**config.mk**
```make
export PLATFORM = sky130hd
export DESIGN_NAME = mux_scan_seq
export DESIGN_NICKNAME = d
export VERILOG_FILES = /design/src/rtl/mux_scan_seq.sv
export SDC_FILE = /design/constraint.sdc
export NUM_CORES = 1
export LEC_CHECK = 0
export CAP_MARGIN = 10
export CELL_PAD_IN_SITES_DETAIL_PLACEMENT = 0
export CELL_PAD_IN_SITES_GLOBAL_PLACEMENT = 1
export CORE_UTILIZATION = 34
export DETAILED_ROUTE_END_ITERATION = 16
export GPL_ROUTABILITY_DRIVEN = 0
export HOLD_SLACK_MARGIN = 0.02
export PLACE_DENSITY = 0.84
export SLEW_MARGIN = 20
export SYNTH_ARGS = -nofsm -noshare
export SYNTH_HDL_FRONTEND = slang
export SYNTH_SLANG_ARGS = --single-unit
export TNS_END_PERCENT = 20
```
**constraint.sdc**
```tcl
create_clock -name clk -period 2.5 [get_ports clk]
set_input_delay 0.625 -clock clk [delete_from_list [all_inputs] [get_ports clk]]
set_output_delay 0.625 -clock clk [all_outputs]
set_load 0.05 [all_outputs]
```
**src/rtl/mux_scan_seq.sv**
```systemverilog
// Registered N:1 channel selector with MANUAL select and a SCAN sweep FSM.
// Data selection is a one-hot AND-OR tree built from per-channel lane gates.

module mux_scan_lane #(
  parameter int W = 1
) (
  input  logic         hit,
  input  logic [W-1:0] d,
  output logic [W-1:0] q
);
  assign q = {W{hit}} & d;
endmodule

module mux_scan_seq #(
  parameter int N_CH  = 8,
  parameter int W     = 1,
  parameter int SEL_W = 3,
  parameter int DWELL = 4
) (
  input  logic              clk,
  input  logic              rst_n,
  input  logic [N_CH*W-1:0] I,
  input  logic [SEL_W-1:0]  S,
  input  logic              mode,
  input  logic              en,
  output logic [W-1:0]      F,
  output logic [SEL_W-1:0]  F_ch,
  output logic              valid,
  output logic              sel_err,
  output logic              sweep_done
);
  localparam int CH_W = $clog2(N_CH);
  localparam int DW_W = (DWELL > 1) ? $clog2(DWELL) : 1;
  localparam logic [SEL_W:0]  NCH_L   = (SEL_W+1)'(N_CH);
  localparam logic [CH_W-1:0] LAST_CH = CH_W'(N_CH-1);
  localparam logic [DW_W-1:0] LAST_DW = DW_W'(DWELL-1);

  typedef enum logic {ST_IDLE, ST_DWELL} state_t;

  state_t              state;
  logic [CH_W-1:0]     ch_cnt;
  logic [DW_W-1:0]     dwell_cnt;
  logic [SEL_W-1:0]    pick;
  logic                s_bad, last_dw, last_ch;
  logic [N_CH-1:0][W-1:0] lane_q;
  logic [W-1:0]        sel_data;

  assign s_bad   = {1'b0, S} >= NCH_L;
  assign last_dw = (dwell_cnt == LAST_DW);
  assign last_ch = (ch_cnt == LAST_CH);

  // Entering SCAN always samples channel 0; out-of-range S matches no lane.
  always_comb begin
    pick = S;
    if (mode) pick = (state == ST_DWELL) ? SEL_W'(ch_cnt) : '0;
  end

  for (genvar k = 0; k < N_CH; k++) begin : g_lane
    mux_scan_lane #(.W(W)) u_lane (
      .hit (pick == SEL_W'(k)),
      .d   (I[k*W +: W]),
      .q   (lane_q[k])
    );
  end

  always_comb begin
    sel_data = '0;
    for (int k = 0; k < N_CH; k++) sel_data = sel_data | lane_q[k];
  end

  always_ff @(posedge clk) begin
    if (!rst_n) begin
      state      <= ST_IDLE;
      ch_cnt     <= '0;
      dwell_cnt  <= '0;
      F          <= '0;
      F_ch       <= '0;
      valid      <= 1'b0;
      sel_err    <= 1'b0;
      sweep_done <= 1'b0;
    end else if (!en) begin
      valid      <= 1'b0;
      sweep_done <= 1'b0;
    end else if (!mode) begin
      state      <= ST_IDLE;
      ch_cnt     <= '0;
      dwell_cnt  <= '0;
      F          <= sel_data;
      F_ch       <= S;
      valid      <= ~s_bad;
      sel_err    <= s_bad;
      sweep_done <= 1'b0;
    end else if (state == ST_IDLE) begin
      state      <= ST_DWELL;
      ch_cnt     <= '0;
      dwell_cnt  <= '0;
      F          <= sel_data;
      F_ch       <= '0;
      valid      <= 1'b0;
      sel_err    <= 1'b0;
      sweep_done <= 1'b0;
    end else begin
      F          <= sel_data;
      F_ch       <= SEL_W'(ch_cnt);
      valid      <= last_dw;
      sel_err    <= 1'b0;
      sweep_done <= last_dw & last_ch;
      if (last_dw) begin
        dwell_cnt <= '0;
        ch_cnt    <= last_ch ? '0 : ch_cnt + CH_W'(1);
      end else begin
        dwell_cnt <= dwell_cnt + DW_W'(1);
      end
    end
  end
endmodule

```
# After elaboration in Yosys (flattened, before gate mapping)
# Index checks and enable logic that the tools add are counted.
# W data, S select, Z words.
# classes
add_sub_neg	2
bitwise_logic	16
reduce_logical	4
muxes	12
eq_ne	10
# op_table
op	count
$mux W3	6
$eq A3 B3 Y1 const B	5
$and A1 B1 Y1	9
$or A1 B1 Y1	7
$eq A3 B2 Y1 const B	2
$mux W2	3
$reduce_and A2 Y1	2
$reduce_and A4 Y1	1
$add A3 B1 Y3 const B	1
$eq A3 B1 Y1 const B	1
$logic_not A3 Y1	1
$mux W1	3
$ne A3 B2 Y1 const B	1
$add A2 B1 Y2 const B	1
$eq A2 B2 Y1 const B	1
# totals
regBits	12
inputBits	15
elab_cells	51
out_inout_bits	7

# Longest topological paths before layout
# depth
ltp_word	11
depth_mapped	6

# By module
# From an unflattened synthesis, not the netlist that was laid out.
# unflattened
cells_unflattened	84
hier_area_um2	680.7
# modules_own_cells
mod	cells_each	area_per_inst_um2	seq_area_each_um2	instances
mux_scan_seq	76	630.6	240.2	1
mux_scan_lane	1	6.3	0.0	8

# Worst setup path before layout
# Ideal clock, no wire load.
# synth_path
path_type	input-to-reg
start	input port mode
end	register F
required_time_ps	2380
n_path_buf	1
t_arrival_ps	1577
stages	6
path_slack_ps	803
cell_sequence	buf_6 -> nand2b_4 -> nand2_1 -> mux2i_1 -> a211oi_1 -> o31a_1
# synth_via
elab_chain_len	10
# synth_lines
element	line	source
start, declared	24	input logic mode,
$mux W3 *	55	if (mode) pick = (state == ST_DWELL) ? SEL_W'(ch_cnt) : '0;
$eq A3 B1 Y1 or $logic_not A3 Y1 (tied branches)	60	.hit (pick == SEL_W'(k)),
$and A1 B1 Y1	11	assign q = {W{hit}} & d;
$or A1 B1 Y1 (6 in a row)	68	for (int k = 0; k < N_CH; k++) sel_data = sel_data | lane_q[k];
$or A1 B1 Y1 *	68	
end signal, assigned	88	F <= sel_data;
end signal, assigned	97	F <= sel_data;
end signal, assigned	103	F <= sel_data;
end, declared	26	output logic [W-1:0] F,
# Every way passes the cells marked *; elsewhere a longest branch is shown, timed or not.
# A chain may end at the register's enable or synchronous reset.

# Worst setup path after layout
# Ends and elaborated chain as after synthesis.

==> results.py <==
metrics = {
    "run_status": {
        "status": "completed",
    },
    "floorplanning": {
        "core-area_um2": 1760,
        "fp.dieW_um": 45.9,
        "die_area_um2": 2110,
        "io_pins": 22,
        "row_count": 15,
        "die_height_um": 45.9,
        "initial_core_util_pct": 37.2,
    },
    "worst_setup_path": {
        "worst_ep_required_time_ns": 2.67,
        "path_class": "in2reg",
        "critPathLaunchType": "input port",
        "critPathSlowestCell": "clkdlybuf4s50_1",
        "critPathMaxStageDelay_ns": 0.63,
        "arrival_ns": 2.22,
        "crit_path_max_fanout": 9,
        "end_kind": "flip-flop",
        "path_cells": "clkdlybuf4s50_1 > nand2b_4 > nand2_1 > a211oi_2 > a211oi_1 > o31a_1",
    },
    "logic_synthesis": {
        "synthCells": 69,
        "ys_warn_count": 0,
        "synth_enable_flop_cells": 0,
        "synth_cell_types": 27,
        "syn_area_um2": 656,
        "synth_commonest_cells": "dfxtp_1, nand2_1, nor2b_1, nand3_1",
        "syn_nets": 87,
        "ys_ff_latch": 12,
        "synth_top_cell_area_share_pct": 36.6,
        "synth_area_leaders": "dfxtp_1, nor2b_1, ha_1, mux2i_1, o211a_1",
        "synth_ff_type": "dfxtp_1",
        "yosys.area.top_type": "dfxtp_1",
        "seq_area_frac_synth_pct": 36.6,
        "synthArstFlopShare_pct": 0,
        "yosysMostFrequentCell": "dfxtp_1",
        "syn_avg_cell_area_um2": 9.50,
    },
    "global_route": {
        "grt_pass1_vias": 531,
        "track_usage_pct": 15.1,
        "antenna_found_initial": 0,
        "grt-ovfl-total": 0,
        "grt_pass1_wl_um": 2280,
        "grt_max_degree": 16,
    },
    "routing": {
        "ant_nets": 0,
        "drt_iter0_drc": 10,
        "num_vias": 560,
        "wl_met3_um": 96,
        "wl_met1_um": 664,
        "drc": 0,
        "dr_wl_met2_um": 656,
        "wl_um": 1420,
        "wl_per_cell_um": 12.4,
        "drt_pass1_iterations": 4,
        "drt-vias-per-instance": 4.91,
        "highest_layer": "met3",
    },
    "clocking": {
        "tritoncts": "built",
        "root_buffer": "clkbuf_4",
        "clockBufferDepth": 2,
        "clk_latency_ns": 0.27,
        "numClockSinks": 12,
        "cts-buffers-inserted": 3,
        "ctsResizeCount": 0,
        "post_cts_buffers": 0,
        "htree_levels": 1,
        "path_clk_slew_ns": 0.08,
        "cts_hold_buf": 0,
    },
    "final_layout": {
        "n_antenna_cell": 0,
        "nets": 108,
        "syn_to_final_growth_pct": 36.8,
        "fin_area_um2": 897,
        "stdcell_count": 114,
        "fillCellCount": 181,
        "drive_gt1_share_pct": 12.4,
    },
    "pwr": {
        "power_density_nw_per_um2": 503,
        "leakage_nw": 0.382,
        "vdd_drop_max_mv": 0.273,
    },
    "timing": {
        "fin_ws_ns": 0.446,
        "min_period_ns": 2.05,
        "worst_pin_slew_ns": 0.548,
        "setup_violations": 0,
        "tns_ns": 0,
        "clock.fmax_mhz": 487,
        "max_slew_margin_pct": 63.4,
        "grt_setup_unrepaired": "false",
        "hold-worst-slack_ns": 0.481,
        "fin_crit_sh_pct": 82.1,
        "fin_skew_ns": 0.00279,
        "finalHoldViolCount": 0,
        "final_max_slew_viol_count": 0,
    },
    "worst_hold_path": {
        "hold_class": "reg2reg",
    },
    "job": {
        "maxCapViolations": 0,
    },
    "placed_design": {
        "place_ws_ns": 0.144,
        "io_buffers": 20,
        "dp_hpwl_um": 1090,
        "dp_cells": 110,
        "placed_area_um2": 861,
    },
}
## stage by stage
stage / util [%] / power, W
global route: 50.9 / 0.000468
finish: 50.9 / 0.000451
floorplan: - / 0.000261
CTS: 50.9 / 0.000455
global placement: 48.8 / 0.000297
detailed placement: 48.8 / 0.000297
## sequential cells by signal (all words and copies together), names as in the netlist
register,count
valid,1
sweep_done,1
dwell_cnt,2
ch_cnt,3
F_ch,3
F,1
state,1
## per-layer routing
layer / global-route usage (%) / vias to the layer above
li1: - / 287
met1: 18.1 / 255
met2: 26.2 / 18
met3: 3.17 / 0
met4: 5.29 / 0
met5: 0 / -
## worst max-delay path, delay by kind of cell
family          cells  cell delay [ns]
compound gates      3             0.61
buf+inv             1             0.63
simple gates        2             0.35
## cells by family (layout without fill, tap and decap cells)
family / after synthesis / after routing / share of synthesized area, %
flip-flops: 12 / 12 / 36.6
buffers and inverters: 4 / 24 / 4.01
adder cells (fa/ha/maj): 3 / 3 / 5.73
AO/OA/AOI/OAI: 15 / 15 / 20.8
multiplexers: 3 / 3 / 4.58
AND/OR/NAND/NOR: 31 / 31 / 27.7
other: 1 / 1 / 0.572
## cell type report
cell class              instances  area [µm²]  area share (%)
repair buffers                 20         200            22.3
multi-input cells              53         389            43.4
flip-flops and latches         12         240            26.8
well taps                      25        31.3            3.49
clock buffers                   4        36.3            4.04
## layout by cell type (no fill, tap or decap)
cell and instances:
clkbuf_4 3, o31a_1 1, a21oi_4 1, a211oi_1 1
and3_4 1, nand2_1 8, nand3_2 1, and3_1 3
a311oi_1 1, and2_4 1, a22oi_1 3, nand3_1 5
a211oi_2 2, ha_1 3, o21ai_1 1, clkbuf_8 1
nor2_1 2, mux2i_1 3, conb_1 1, nand2b_1 2
dfxtp_1 12, a21oi_1 1, nor2b_1 7, nand2b_4 1
o211a_1 3, clkdlybuf4s50_1 20, a21boi_1 1
## power by group
group / internal (W) / total, W / switching, W
Clock: 0.0000884 / 0.000159 / 0.0000705
Combinational: 0.0000440 / 0.0000913 / 0.0000473
Sequential: 0.000197 / 0.000201 / 0.00000377
## final timing paths
| kind | slack (ns) | end | start | depth (start not counted) |
|---|---|---|---|---|
| setup / recovery | 0.45 | F | mode | 6 |
| hold / removal | 0.48 | dwell_cnt[1] | dwell_cnt[1] | 2 |
| setup reg to reg | 1.03 | F | state | 5 |
| hold reg to reg | 0.48 | dwell_cnt[1] | dwell_cnt[1] | 2 |
Power figures use the tool's default switching activity.
